--- src/rtl/dmem_arbiter.sv ---
// -----------------------------------------------------------------------------
// dmem_arbiter
//
// Two-port arbiter in front of the single-port data memory. The memory reads
// combinationally and writes on the rising edge, using the word index
// Address[RAM_SIZE_BIT+1:2].
//
// Port 0 is the pipeline MEM stage. Port 1 is a secondary master such as DMA,
// a loader or a debug port. The arbiter grants one access per cycle and drives
// the memory from the winning port. Read data comes back registered, one cycle
// after the accept. A wait counter limits how long port 1 can be starved.
//
// Ports
//   clk, reset                      clock, asynchronous active-high reset
//   pN_valid/we/addr/wdata   (in)   request from port N (N = 0, 1)
//   pN_ready                 (out)  request from port N accepted this cycle
//   pN_rsp_valid/rsp_err     (out)  response strobe and error flag for port N
//   rsp_rdata                (out)  read data for the port whose rsp_valid is high
//   MemRead, MemWrite,
//   Address, Write_data      (out)  memory drive, combinational from the winner
//   Read_data                (in)   memory read data (combinational)
//
// Optional build macro
//   DMEM_ARB_BOUND_CHECK_EN  When defined, an accepted access that is out of
//                            range (word index >= RAM_SIZE) or misaligned is
//                            not sent to the memory. Its response carries
//                            rsp_err = 1 and rsp_rdata = 0. When not defined,
//                            the rsp_err outputs are tied low.
// -----------------------------------------------------------------------------
module dmem_arbiter #(
  parameter int ADDR_W       = 32,
  parameter int STARVE_LIMIT = 4,
  parameter int RAM_SIZE     = 1089,
  parameter int RAM_SIZE_BIT = 13
) (
  input  logic              clk,
  input  logic              reset,

  input  logic              p0_valid,
  input  logic              p0_we,
  input  logic [ADDR_W-1:0] p0_addr,
  input  logic [ADDR_W-1:0] p0_wdata,
  output logic              p0_ready,
  output logic              p0_rsp_valid,
  output logic              p0_rsp_err,

  input  logic              p1_valid,
  input  logic              p1_we,
  input  logic [ADDR_W-1:0] p1_addr,
  input  logic [ADDR_W-1:0] p1_wdata,
  output logic              p1_ready,
  output logic              p1_rsp_valid,
  output logic              p1_rsp_err,

  output logic [ADDR_W-1:0] rsp_rdata,

  output logic              MemRead,
  output logic              MemWrite,
  output logic [ADDR_W-1:0] Address,
  output logic [ADDR_W-1:0] Write_data,
  input  logic [ADDR_W-1:0] Read_data
);

  localparam logic [7:0] LIMIT = 8'(STARVE_LIMIT);

  // ---------------------------------------------------------------------------
  // State
  // ---------------------------------------------------------------------------
  logic [7:0]        starve_cnt_q, starve_cnt_d;
  logic              last_grant_q, last_grant_d;
  logic              p0_rsp_valid_q, p0_rsp_valid_d;
  logic              p1_rsp_valid_q, p1_rsp_valid_d;
  logic              p0_rsp_err_q, p0_rsp_err_d;
  logic              p1_rsp_err_q, p1_rsp_err_d;
  logic [ADDR_W-1:0] rsp_rdata_q, rsp_rdata_d;

  // ---------------------------------------------------------------------------
  // Arbitration
  // ---------------------------------------------------------------------------
  logic              p1_prio;
  logic              gnt0, gnt1, win_any;
  logic              win_we;
  logic [ADDR_W-1:0] win_addr, win_wdata;
  logic              win_bad;

  // Port 1 gets priority only after waiting STARVE_LIMIT cycles. Otherwise
  // port 0 (the pipeline) wins a tie. Both grants are held low while reset is
  // asserted. This keeps the memory outputs at zero and blocks a write from
  // committing at a reset edge.
  assign p1_prio = (starve_cnt_q == LIMIT);
  assign gnt0    = !reset && p0_valid && (!p1_valid || !p1_prio);
  assign gnt1    = !reset && p1_valid && (!p0_valid ||  p1_prio);
  assign win_any = gnt0 || gnt1;

  assign p0_ready = gnt0;
  assign p1_ready = gnt1;

  always_comb begin
    win_we    = 1'b0;
    win_addr  = '0;
    win_wdata = '0;
    if (gnt1) begin
      win_we    = p1_we;
      win_addr  = p1_addr;
      win_wdata = p1_wdata;
    end else if (gnt0) begin
      win_we    = p0_we;
      win_addr  = p0_addr;
      win_wdata = p0_wdata;
    end
  end

`ifdef DMEM_ARB_BOUND_CHECK_EN
  // Compare one bit wider than the index, so a RAM_SIZE equal to 2**RAM_SIZE_BIT
  // is not truncated.
  localparam logic [RAM_SIZE_BIT:0] RAM_LIMIT = (RAM_SIZE_BIT+1)'(RAM_SIZE);
  logic [RAM_SIZE_BIT:0] win_idx;
  assign win_idx = {1'b0, win_addr[RAM_SIZE_BIT+1:2]};
  assign win_bad = win_any && ((win_idx >= RAM_LIMIT) || (win_addr[1:0] != 2'b00));
`else
  assign win_bad = 1'b0;
`endif

  // ---------------------------------------------------------------------------
  // Memory drive
  // ---------------------------------------------------------------------------
  // A rejected access (bound-check build only) still drives Address, but the
  // strobes stay low so the memory ignores it.
  assign MemRead    = win_any && !win_we && !win_bad;
  assign MemWrite   = win_any &&  win_we && !win_bad;
  assign Address    = win_addr;
  assign Write_data = win_wdata;

  // ---------------------------------------------------------------------------
  // Next-state logic
  // ---------------------------------------------------------------------------
  always_comb begin
    // Starvation counter. It counts only the cycles in which port 1 waits. An
    // accept or a dropped request clears it.
    starve_cnt_d = starve_cnt_q;
    if (!p1_valid || gnt1) begin
      starve_cnt_d = 8'd0;
    end else if (starve_cnt_q != LIMIT) begin
      starve_cnt_d = starve_cnt_q + 8'd1;
    end

    last_grant_d = last_grant_q;
    if (win_any) begin
      last_grant_d = gnt1;
    end

    p0_rsp_valid_d = gnt0;
    p1_rsp_valid_d = gnt1;
    p0_rsp_err_d   = gnt0 && win_bad;
    p1_rsp_err_d   = gnt1 && win_bad;

    // Read data is captured only for good reads. Writes and rejected accesses
    // return zero. With no accept, the previous response data is held.
    rsp_rdata_d = rsp_rdata_q;
    if (win_any) begin
      rsp_rdata_d = (!win_we && !win_bad) ? Read_data : '0;
    end
  end

  // ---------------------------------------------------------------------------
  // Registers
  // ---------------------------------------------------------------------------
  always_ff @(posedge clk or posedge reset) begin
    if (reset) begin
      starve_cnt_q   <= 8'd0;
      last_grant_q   <= 1'b0;
      p0_rsp_valid_q <= 1'b0;
      p1_rsp_valid_q <= 1'b0;
      p0_rsp_err_q   <= 1'b0;
      p1_rsp_err_q   <= 1'b0;
      rsp_rdata_q    <= '0;
    end else begin
      starve_cnt_q   <= starve_cnt_d;
      last_grant_q   <= last_grant_d;
      p0_rsp_valid_q <= p0_rsp_valid_d;
      p1_rsp_valid_q <= p1_rsp_valid_d;
      p0_rsp_err_q   <= p0_rsp_err_d;
      p1_rsp_err_q   <= p1_rsp_err_d;
      rsp_rdata_q    <= rsp_rdata_d;
    end
  end

  assign p0_rsp_valid = p0_rsp_valid_q;
  assign p1_rsp_valid = p1_rsp_valid_q;
  assign p0_rsp_err   = p0_rsp_err_q;
  assign p1_rsp_err   = p1_rsp_err_q;
  assign rsp_rdata    = rsp_rdata_q;

  // last_grant is a debug-only register, and the sizing parameters are not
  // read by every build. This sink keeps them referenced.
  logic unused_ok;
  assign unused_ok = &{1'b0, last_grant_q, 32'(RAM_SIZE), 32'(RAM_SIZE_BIT)};

endmodule

--- config.mk ---
export PLATFORM = sky130hd
export DESIGN_NAME = dmem_arbiter
export DESIGN_NICKNAME = d
export VERILOG_FILES = /design/src/rtl/dmem_arbiter.sv
export SDC_FILE = /design/constraint.sdc
export NUM_CORES = 1
export LEC_CHECK = 0
export CORE_AREA = 2 2 106 108
export DETAILED_ROUTE_END_ITERATION = 8
export DIE_AREA = 0 0 108 110
export GPL_ROUTABILITY_DRIVEN = 0
export PLACE_DENSITY_LB_ADDON = 0.12
export SLEW_MARGIN = 20
export SYNTH_ARGS = -nofsm -noshare
export SYNTH_HDL_FRONTEND = slang
export SYNTH_SLANG_ARGS = --single-unit
--- constraint.sdc ---
create_clock -name clk -period 5.3 [get_ports clk]
set_input_delay 0.53 -clock clk [delete_from_list [all_inputs] [get_ports clk]]
set_output_delay 0.53 -clock clk [all_outputs]
set_load 0.02 [all_outputs]
==> results of run 1 <==
-- final timing paths --
| path | start | endpoint | slack (ns) | cells after the start |
|---|---|---|---|---|
| max | reset | Write_data[15] | 1.40 | 7 |
| min | rsp_rdata[12]$_DFFE_PP0N_ | rsp_rdata[12]$_DFFE_PP0N_ | 0.49 | 2 |
| min in group asynchronous | reset | p0_rsp_valid$_DFF_PP0_ | 0.99 | 3 |
| max in group asynchronous | reset | starve_cnt_q[7]$_DFFE_PP0P_ | 3.93 | 3 |
| max reg2reg | starve_cnt_q[0]$_DFFE_PP0P_ | rsp_rdata[12]$_DFFE_PP0N_ | 2.16 | 8 |
| min reg2reg | rsp_rdata[12]$_DFFE_PP0N_ | rsp_rdata[12]$_DFFE_PP0N_ | 0.49 | 2 |
-- metrics by stage --
step / cell area, sq um / hold slack, ns / util / setup slack, ns / total power, mW
after floorplan: 3000 / 0.519 / - / 2.18 / 0.622
after global routing: 5840 / 0.526 / 0.546 / 1.19 / 1.21
after CTS: 5840 / 0.496 / 0.546 / 1.38 / 1.16
after global placement: 5730 / 0.463 / 0.535 / 1.44 / 0.883
after detailed placement: 5730 / 0.474 / 0.535 / 1.36 / 0.888
final: 5850 / 0.494 / 0.546 / 1.40 / 1.15
-- synth_stat cells --
cell type	n	area, sq um
a22o_1	64	561
dfrtp_1	42	1050
inv_1	36	135
nand2_1	33	124
o31ai_4	28	596
buf_2	19	95.1
nor2_1	8	30.0
nand3_1	5	25.0
o31ai_1	5	37.5
clkbuf_1	4	15.0
xor2_1	4	35.0
and2_1	3	18.8
buf_12	3	60.1
a41oi_1	2	17.5
and3_1	2	12.5
buf_4	2	15.0
ha_1	2	25.0
a21o_1	1	7.51
a21oi_1	1	5.00
a311oi_2	1	15.0
a32o_1	1	10.0
a32oi_1	1	8.76
and4bb_4	1	16.3
buf_6	1	11.3
conb_1	1	3.75
nand2b_1	1	6.26
nand4_1	1	6.26
nor2b_1	1	6.26
nor3_1	1	5.00
nor3_4	1	16.3
nor3b_1	1	7.51
nor4_1	1	6.26
o21ai_0	1	5.00
xnor2_1	1	8.76
-- power groups by stage --
| stage | Combinational, mW | Clock [mW] | Sequential [mW] |
|---|---|---|---|
| 2_1_floorplan | 0.206 | 0 | 0.415 |
| 3_3_place_gp | 0.505 | 0 | 0.378 |
| 3_5_place_dp | 0.511 | 0 | 0.378 |
| 4_1_cts | 0.512 | 0.280 | 0.372 |
| 5_1_grt | 0.538 | 0.297 | 0.377 |
| 6_report | 0.507 | 0.272 | 0.372 |
-- layout make-up --
type / count / area share
Antenna cell: 1 / 0.000428
Clock buffer: 5 / 0.0118
Clock inverter: 3 / 0.00835
Inverter: 36 / 0.0231
Multi-Input combinational cell: 173 / 0.283
Sequential cell: 42 / 0.180
Tap cell: 140 / 0.0300
Timing Repair Buffer: 272 / 0.464
-- registers in the layout (all words and copies together), names as in the netlist --
signal        count
starve_cnt_q      8
rsp_rdata        32
p0_rsp_valid      1
p1_rsp_valid      1
-- worst register-to-register path, stage by stage, from the launching register on --
cell and delay, ns:
dfrtp_1 0.47, inv_1 0.07, ha_1 0.21, and4bb_4 0.22
a311oi_4 0.24, buf_4 0.59, a32o_4 0.44, buf_4 0.59
o31ai_1 0.15
-- cells in the final DEF, fill, tap and decap left out, types with 2 or more instances in the layout --
cell and count:
o31ai_1 5, buf_4 5, and3_1 2, conb_1 2, a41oi_1 2, and2_1 2, ha_1 2, inv_1 35
clkbuf_8 5, dfrtp_1 42, nand2_1 33, nor2_1 8, clkdlybuf4s50_1 267, nand3_1 5, a22o_1 64, o31ai_4 28
xor2_1 4
-- logic make-up after synthesis --
group           share of synthesized area
fa+ha+maj                         0.00835
buf+inv                             0.111
flops                               0.351
other cells                       0.00125
simple gates                       0.0935
compound gates                      0.421
xor+xnor                           0.0146
-- per-layer routing --
metal | global-route usage | vias up
li1 | - | 1513
met1 | 0.218 | 1490
met2 | 0.317 | 140
met3 | 0.0641 | 13
met4 | 0.0458 | 0
met5 | 0 | -
==> impl_metrics.env, run 1 <==
export IMPL_outcome="completed"
export IMPL_cts_buffers=5
export IMPL_post_cts_buffers=0
export IMPL_worstMarginPinSlew_ns=0.993
export IMPL_die_w_um=108
export IMPL_clkPwrFrac=0.236
export IMPL_grt_max_degree=68
export IMPL_peakVddDrop_mv=0.134
export IMPL_slew_viol_final=0
export IMPL_place_hpwl_um=9190
export IMPL_relSlewSlack=0.338
export IMPL_multiInputGateArea_sq_mm=0.00165
export IMPL_crit_chain="clkdlybuf4s50_1, nor4_1, a21o_1, and2_2, buf_4, a22o_1, clkdlybuf4s50_1"
export IMPL_synth_seq_cells=42
export IMPL_fillers=941
export IMPL_setup_tns_ns=0
export IMPL_stdcell_count=672
export IMPL_cts_resized=0
export IMPL_drive_above_1_share=0.0885
export IMPL_synth_seq_area_share=0.351
export IMPL_hold_path_class="reg -> reg"
export IMPL_yosysWarningCount=0
export IMPL_cp_slowest_cell="clkdlybuf4s50_1"
export IMPL_grt_pass1_wl_um=16800
export IMPL_row_count=38
export IMPL_placed_cells=663
export IMPL_crit_type="in -> out"
export IMPL_ys_types=34
export IMPL_seq_area_sq_mm=0.00105
export IMPL_drtIter0Drc=142
export IMPL_cts_tree="built"
export IMPL_wl_met1_um=4420
export IMPL_required_ns=4.77
export IMPL_cts_sinks=42
export IMPL_clock_fmax_mhz=257
export IMPL_powerDensity_mw_per_mm2=197
export IMPL_power_switching_uw=372
export IMPL_viasPerCell=4.70
export IMPL_p_comb_frac=0.440
export IMPL_fin_crit_sh=0.735
export IMPL_clk_pin_slew_ns=0.10
export IMPL_overflow=0
export IMPL_insertion_delay_ns=0.30
export IMPL_gr_usage_all_layers=0.183
export IMPL_cp_max_fo=42
export IMPL_power_frac_seq=0.323
export IMPL_p_sw_frac=0.324
export IMPL_drc=0
export IMPL_routedWlPerCell_um=17.2
export IMPL_cts_max_level=2
export IMPL_drv_cap=0
export IMPL_drt_wl_total_um=11500
export IMPL_num_io_pins=270
export IMPL_syn2layout_area_growth_pct=95.0
export IMPL_syn_inst=279
export IMPL_core_region_area_sq_mm=0.0107
export IMPL_crit_family="buffers and inverters"
export IMPL_highest_layer="met4"
export IMPL_cellInternalPower_uw=778
export IMPL_critPathArrivalTime_ns=3.37
export IMPL_dr_pass1_iters=4
export IMPL_cp_common_cell="clkdlybuf4s50_1"
export IMPL_end_kind="output pin"
export IMPL_cts_hold_fix_buffers=0
export IMPL_layout_nets=698
export IMPL_synth_area_sq_mm=0.00300
export IMPL_avgSynthCellArea_sq_um=10.7
export IMPL_hold_violations=0
export IMPL_crit_buf_inv=3
export IMPL_rsz0062_at_grt="no"
export IMPL_die_area_sq_mm=0.0119
export IMPL_p_leak_nw=2.36
export IMPL_cp_slowest_stage_delay_ns=0.64
export IMPL_period_needed_ns=3.90
export IMPL_antenna_found_initial=1
export IMPL_initial_core_util=0.280
export IMPL_cts_buffer_depth=2
export IMPL_cts_root_buffer="clkbuf_8"
export IMPL_die_h_um=110
export IMPL_grt_pass1_vias=3067
export IMPL_finClkSkew_ns=0.00917
export IMPL_num_vias=3156
export IMPL_port_buffers=267
export IMPL_wl_met2_um=5830
export IMPL_dr_wl_met3_um=1120
export IMPL_start_kind="input pin"
export IMPL_drtAntennaViolNets=0
export IMPL_setup_viol=0
(Power assumes the default switching activity.)
==> run 2: changes to the inputs <==
--- a/config.mk
+++ b/config.mk
@@ -5,9 +5,9 @@
 export SDC_FILE = /design/constraint.sdc
 export NUM_CORES = 1
 export LEC_CHECK = 0
-export CORE_AREA = 2 2 106 108
+export CORE_AREA = 2 2 105 107
 export DETAILED_ROUTE_END_ITERATION = 8
-export DIE_AREA = 0 0 108 110
+export DIE_AREA = 0 0 107 109
 export GPL_ROUTABILITY_DRIVEN = 0
 export PLACE_DENSITY_LB_ADDON = 0.12
 export SLEW_MARGIN = 20
==> constraint.sdc (replaced) <==
create_clock -name clk -period 3.4 [get_ports clk]
set_input_delay 0.34 -clock clk [delete_from_list [all_inputs] [get_ports clk]]
set_output_delay 0.34 -clock clk [all_outputs]
set_load 0.02 [all_outputs]
==> run 2 against run 1 <==
Sequential power rose by 55%. Sequential cell count did not move. Clock skew fell by 0.0031 ns. Clock-buffer cell count rose by 1. Critical endpoint is now Write_data[0]. Wire length rose by 5.6%. Critical path type is now reg -> out. Largest power group unchanged. First-iteration DRC count rose by 32%.
==> impl_metrics.env, run 2 (synthesis results as in run 1) <==
export IMPL_cts_sinks=42
export IMPL_relSlewSlack=0.629
export IMPL_initial_core_util=0.283
export IMPL_power_frac_seq=0.308
export IMPL_multiInputGateArea_sq_mm=0.00165
export IMPL_met3_usage=0.0705
export IMPL_r2r_cells=8
export IMPL_num_vias=3158
export IMPL_rsz0062_at_grt="no"
export IMPL_cts_tree="built"
export IMPL_cts_max_level=2
export IMPL_use_met1=0.236
export IMPL_stdcell_count=676
export IMPL_grt_pass1_wl_um=17900
export IMPL_peakVddDrop_mv=0.245
export IMPL_crit_type="reg -> out"
export IMPL_num_io_pins=270
export IMPL_drc=0
export IMPL_reg2reg_slack_ns=0.86
export IMPL_drive_above_1_share=0.0955
export IMPL_end_kind="output pin"
export IMPL_hold_path_depth=2
export IMPL_layout_commonest_cell="clkdlybuf4s50_1"
export IMPL_port_buffers=267
export IMPL_cts_resized=0
export IMPL_post_cts_buffers=0
export IMPL_outcome="completed"
export IMPL_routedWlPerCell_um=18.0
export IMPL_most_common_layout_cells="clkdlybuf4s50_1 (267), a22o_1 (64), dfrtp_1 (42), inv_1 (35), nand2_1 (33)"
export IMPL_fin_crit_sh=0.912
export IMPL_power_switching_uw=566
export IMPL_use_met2=0.343
export IMPL_cts_buffer_depth=2
export IMPL_p_comb_frac=0.430
export IMPL_drtIter0Drc=187
export IMPL_slew_viol_final=0
export IMPL_start_kind="flop"
export IMPL_grt_max_degree=68
export IMPL_die_area_sq_mm=0.0117
export IMPL_dr_pass1_iters=4
export IMPL_largest_register_ff_count=32
export IMPL_overflow=0
export IMPL_cts_buffers=5
export IMPL_r2r_end="rsp_rdata[11]$_DFFE_PP0N_"
export IMPL_layout_nets=701
export IMPL_worstMarginPinSlew_ns=0.556
export IMPL_busiest_layer="met2"
export IMPL_powerDensity_mw_per_mm2=316
export IMPL_cp_max_fo=67
export IMPL_antenna_found_initial=2
export IMPL_p_leak_nw=2.41
export IMPL_setup_tns_ns=0
export IMPL_hold_path_class="reg -> reg"
export IMPL_drv_cap=0
export IMPL_core_region_area_sq_mm=0.0106
export IMPL_cellInternalPower_mw=1.31
export IMPL_period_needed_ns=3.10
export IMPL_critPathArrivalTime_ns=2.76
export IMPL_die_h_um=109
export IMPL_placed_cells=665
export IMPL_clkPwrFrac=0.261
export IMPL_seq_area_sq_mm=0.00105
export IMPL_drtAntennaViolNets=0
export IMPL_required_ns=3.06
export IMPL_insertion_delay_ns=0.29
export IMPL_hold_violations=0
export IMPL_fillers=938
export IMPL_finClkSkew_ns=0.00602
export IMPL_gr_usage_all_layers=0.203
export IMPL_die_w_um=107
export IMPL_cts_hold_fix_buffers=0
export IMPL_setup_viol=0
export IMPL_hp_start="rsp_rdata[13]$_DFFE_PP0N_"
export IMPL_syn2layout_area_growth_pct=98.2
export IMPL_viasPerCell=4.67
export IMPL_drt_wl_total_um=12200
export IMPL_r2r_start="starve_cnt_q[0]$_DFFE_PP0P_"
export IMPL_clk_pin_slew_ns=0.08
export IMPL_grt_pass1_vias=3015
export IMPL_whs_endpoint="rsp_rdata[13]$_DFFE_PP0N_"
export IMPL_clock_fmax_mhz=323
export IMPL_cts_root_buffer="clkbuf_8"
export IMPL_place_hpwl_um=9920
export IMPL_row_count=38
export IMPL_p_sw_frac=0.302
## run 2: power by group through the flow
stage / Clock [mW] / Sequential (mW) / Combinational (mW)
2_1_floorplan: 0 / 0.648 / 0.321
3_3_place_gp: 0 / 0.586 / 0.803
3_5_place_dp: 0 / 0.588 / 0.809
4_1_cts: 0.507 / 0.579 / 0.811
5_1_grt: 0.527 / 0.586 / 0.856
6_report: 0.491 / 0.578 / 0.808
## run 2: metrics by stage
stage	hold WS (ns)	setup WS, ns	util	total power [mW]	cell area, sq um
global placement	0.463	0.419	0.544	1.39	5770
CTS	0.488	0.275	0.557	1.90	5910
floorplan	0.476	0.665	-	0.969	3000
finish	0.480	0.300	0.560	1.88	5940
global route	0.518	0.146	0.560	1.97	5940
detailed placement	0.466	0.393	0.544	1.40	5770
## run 2: final cells by class
cell class                 count  share of cell area
antenna                        2            0.000842
clock buffer                   6              0.0139
clock inverter                 2              0.0101
inverter                      36              0.0227
multi-input combinational    173               0.278
sequential                    42               0.177
tap                          140              0.0295
timing repair buffer         275               0.468
## run 2: worst max-delay path by stage
stage	slack [ns]	startpoint	cells past startpoint	endpoint
5_1_grt	0.15	starve_cnt_q[0]$_DFFE_PP0P_	8	Address[0]
6_report	0.30	starve_cnt_q[0]$_DFFE_PP0P_	7	Write_data[0]
4_1_cts	0.27	starve_cnt_q[0]$_DFFE_PP0P_	7	Write_data[29]
2_1_floorplan	0.66	reset	6	MemRead
3_5_place_dp	0.39	reset	7	Write_data[31]
3_3_place_gp	0.42	reset	7	Address[13]
## run 2: critical path, stage by stage, from the launching register on
cell,delay [ns]
dfrtp_1,0.48
inv_1,0.07
ha_1,0.20
and4bb_4,0.22
a311oi_4,0.30
buf_12,0.32
a22o_1,0.23
clkdlybuf4s50_1,0.65
## run 2: metal layers
| layer | vias up | wire (um) |
|---|---|---|
| li1 | 1529 | - |
| met1 | 1463 | 4610 |
| met2 | 147 | 6090 |
| met3 | 19 | 1170 |
| met4 | 0 | 322 |
| met5 | - | 0 |
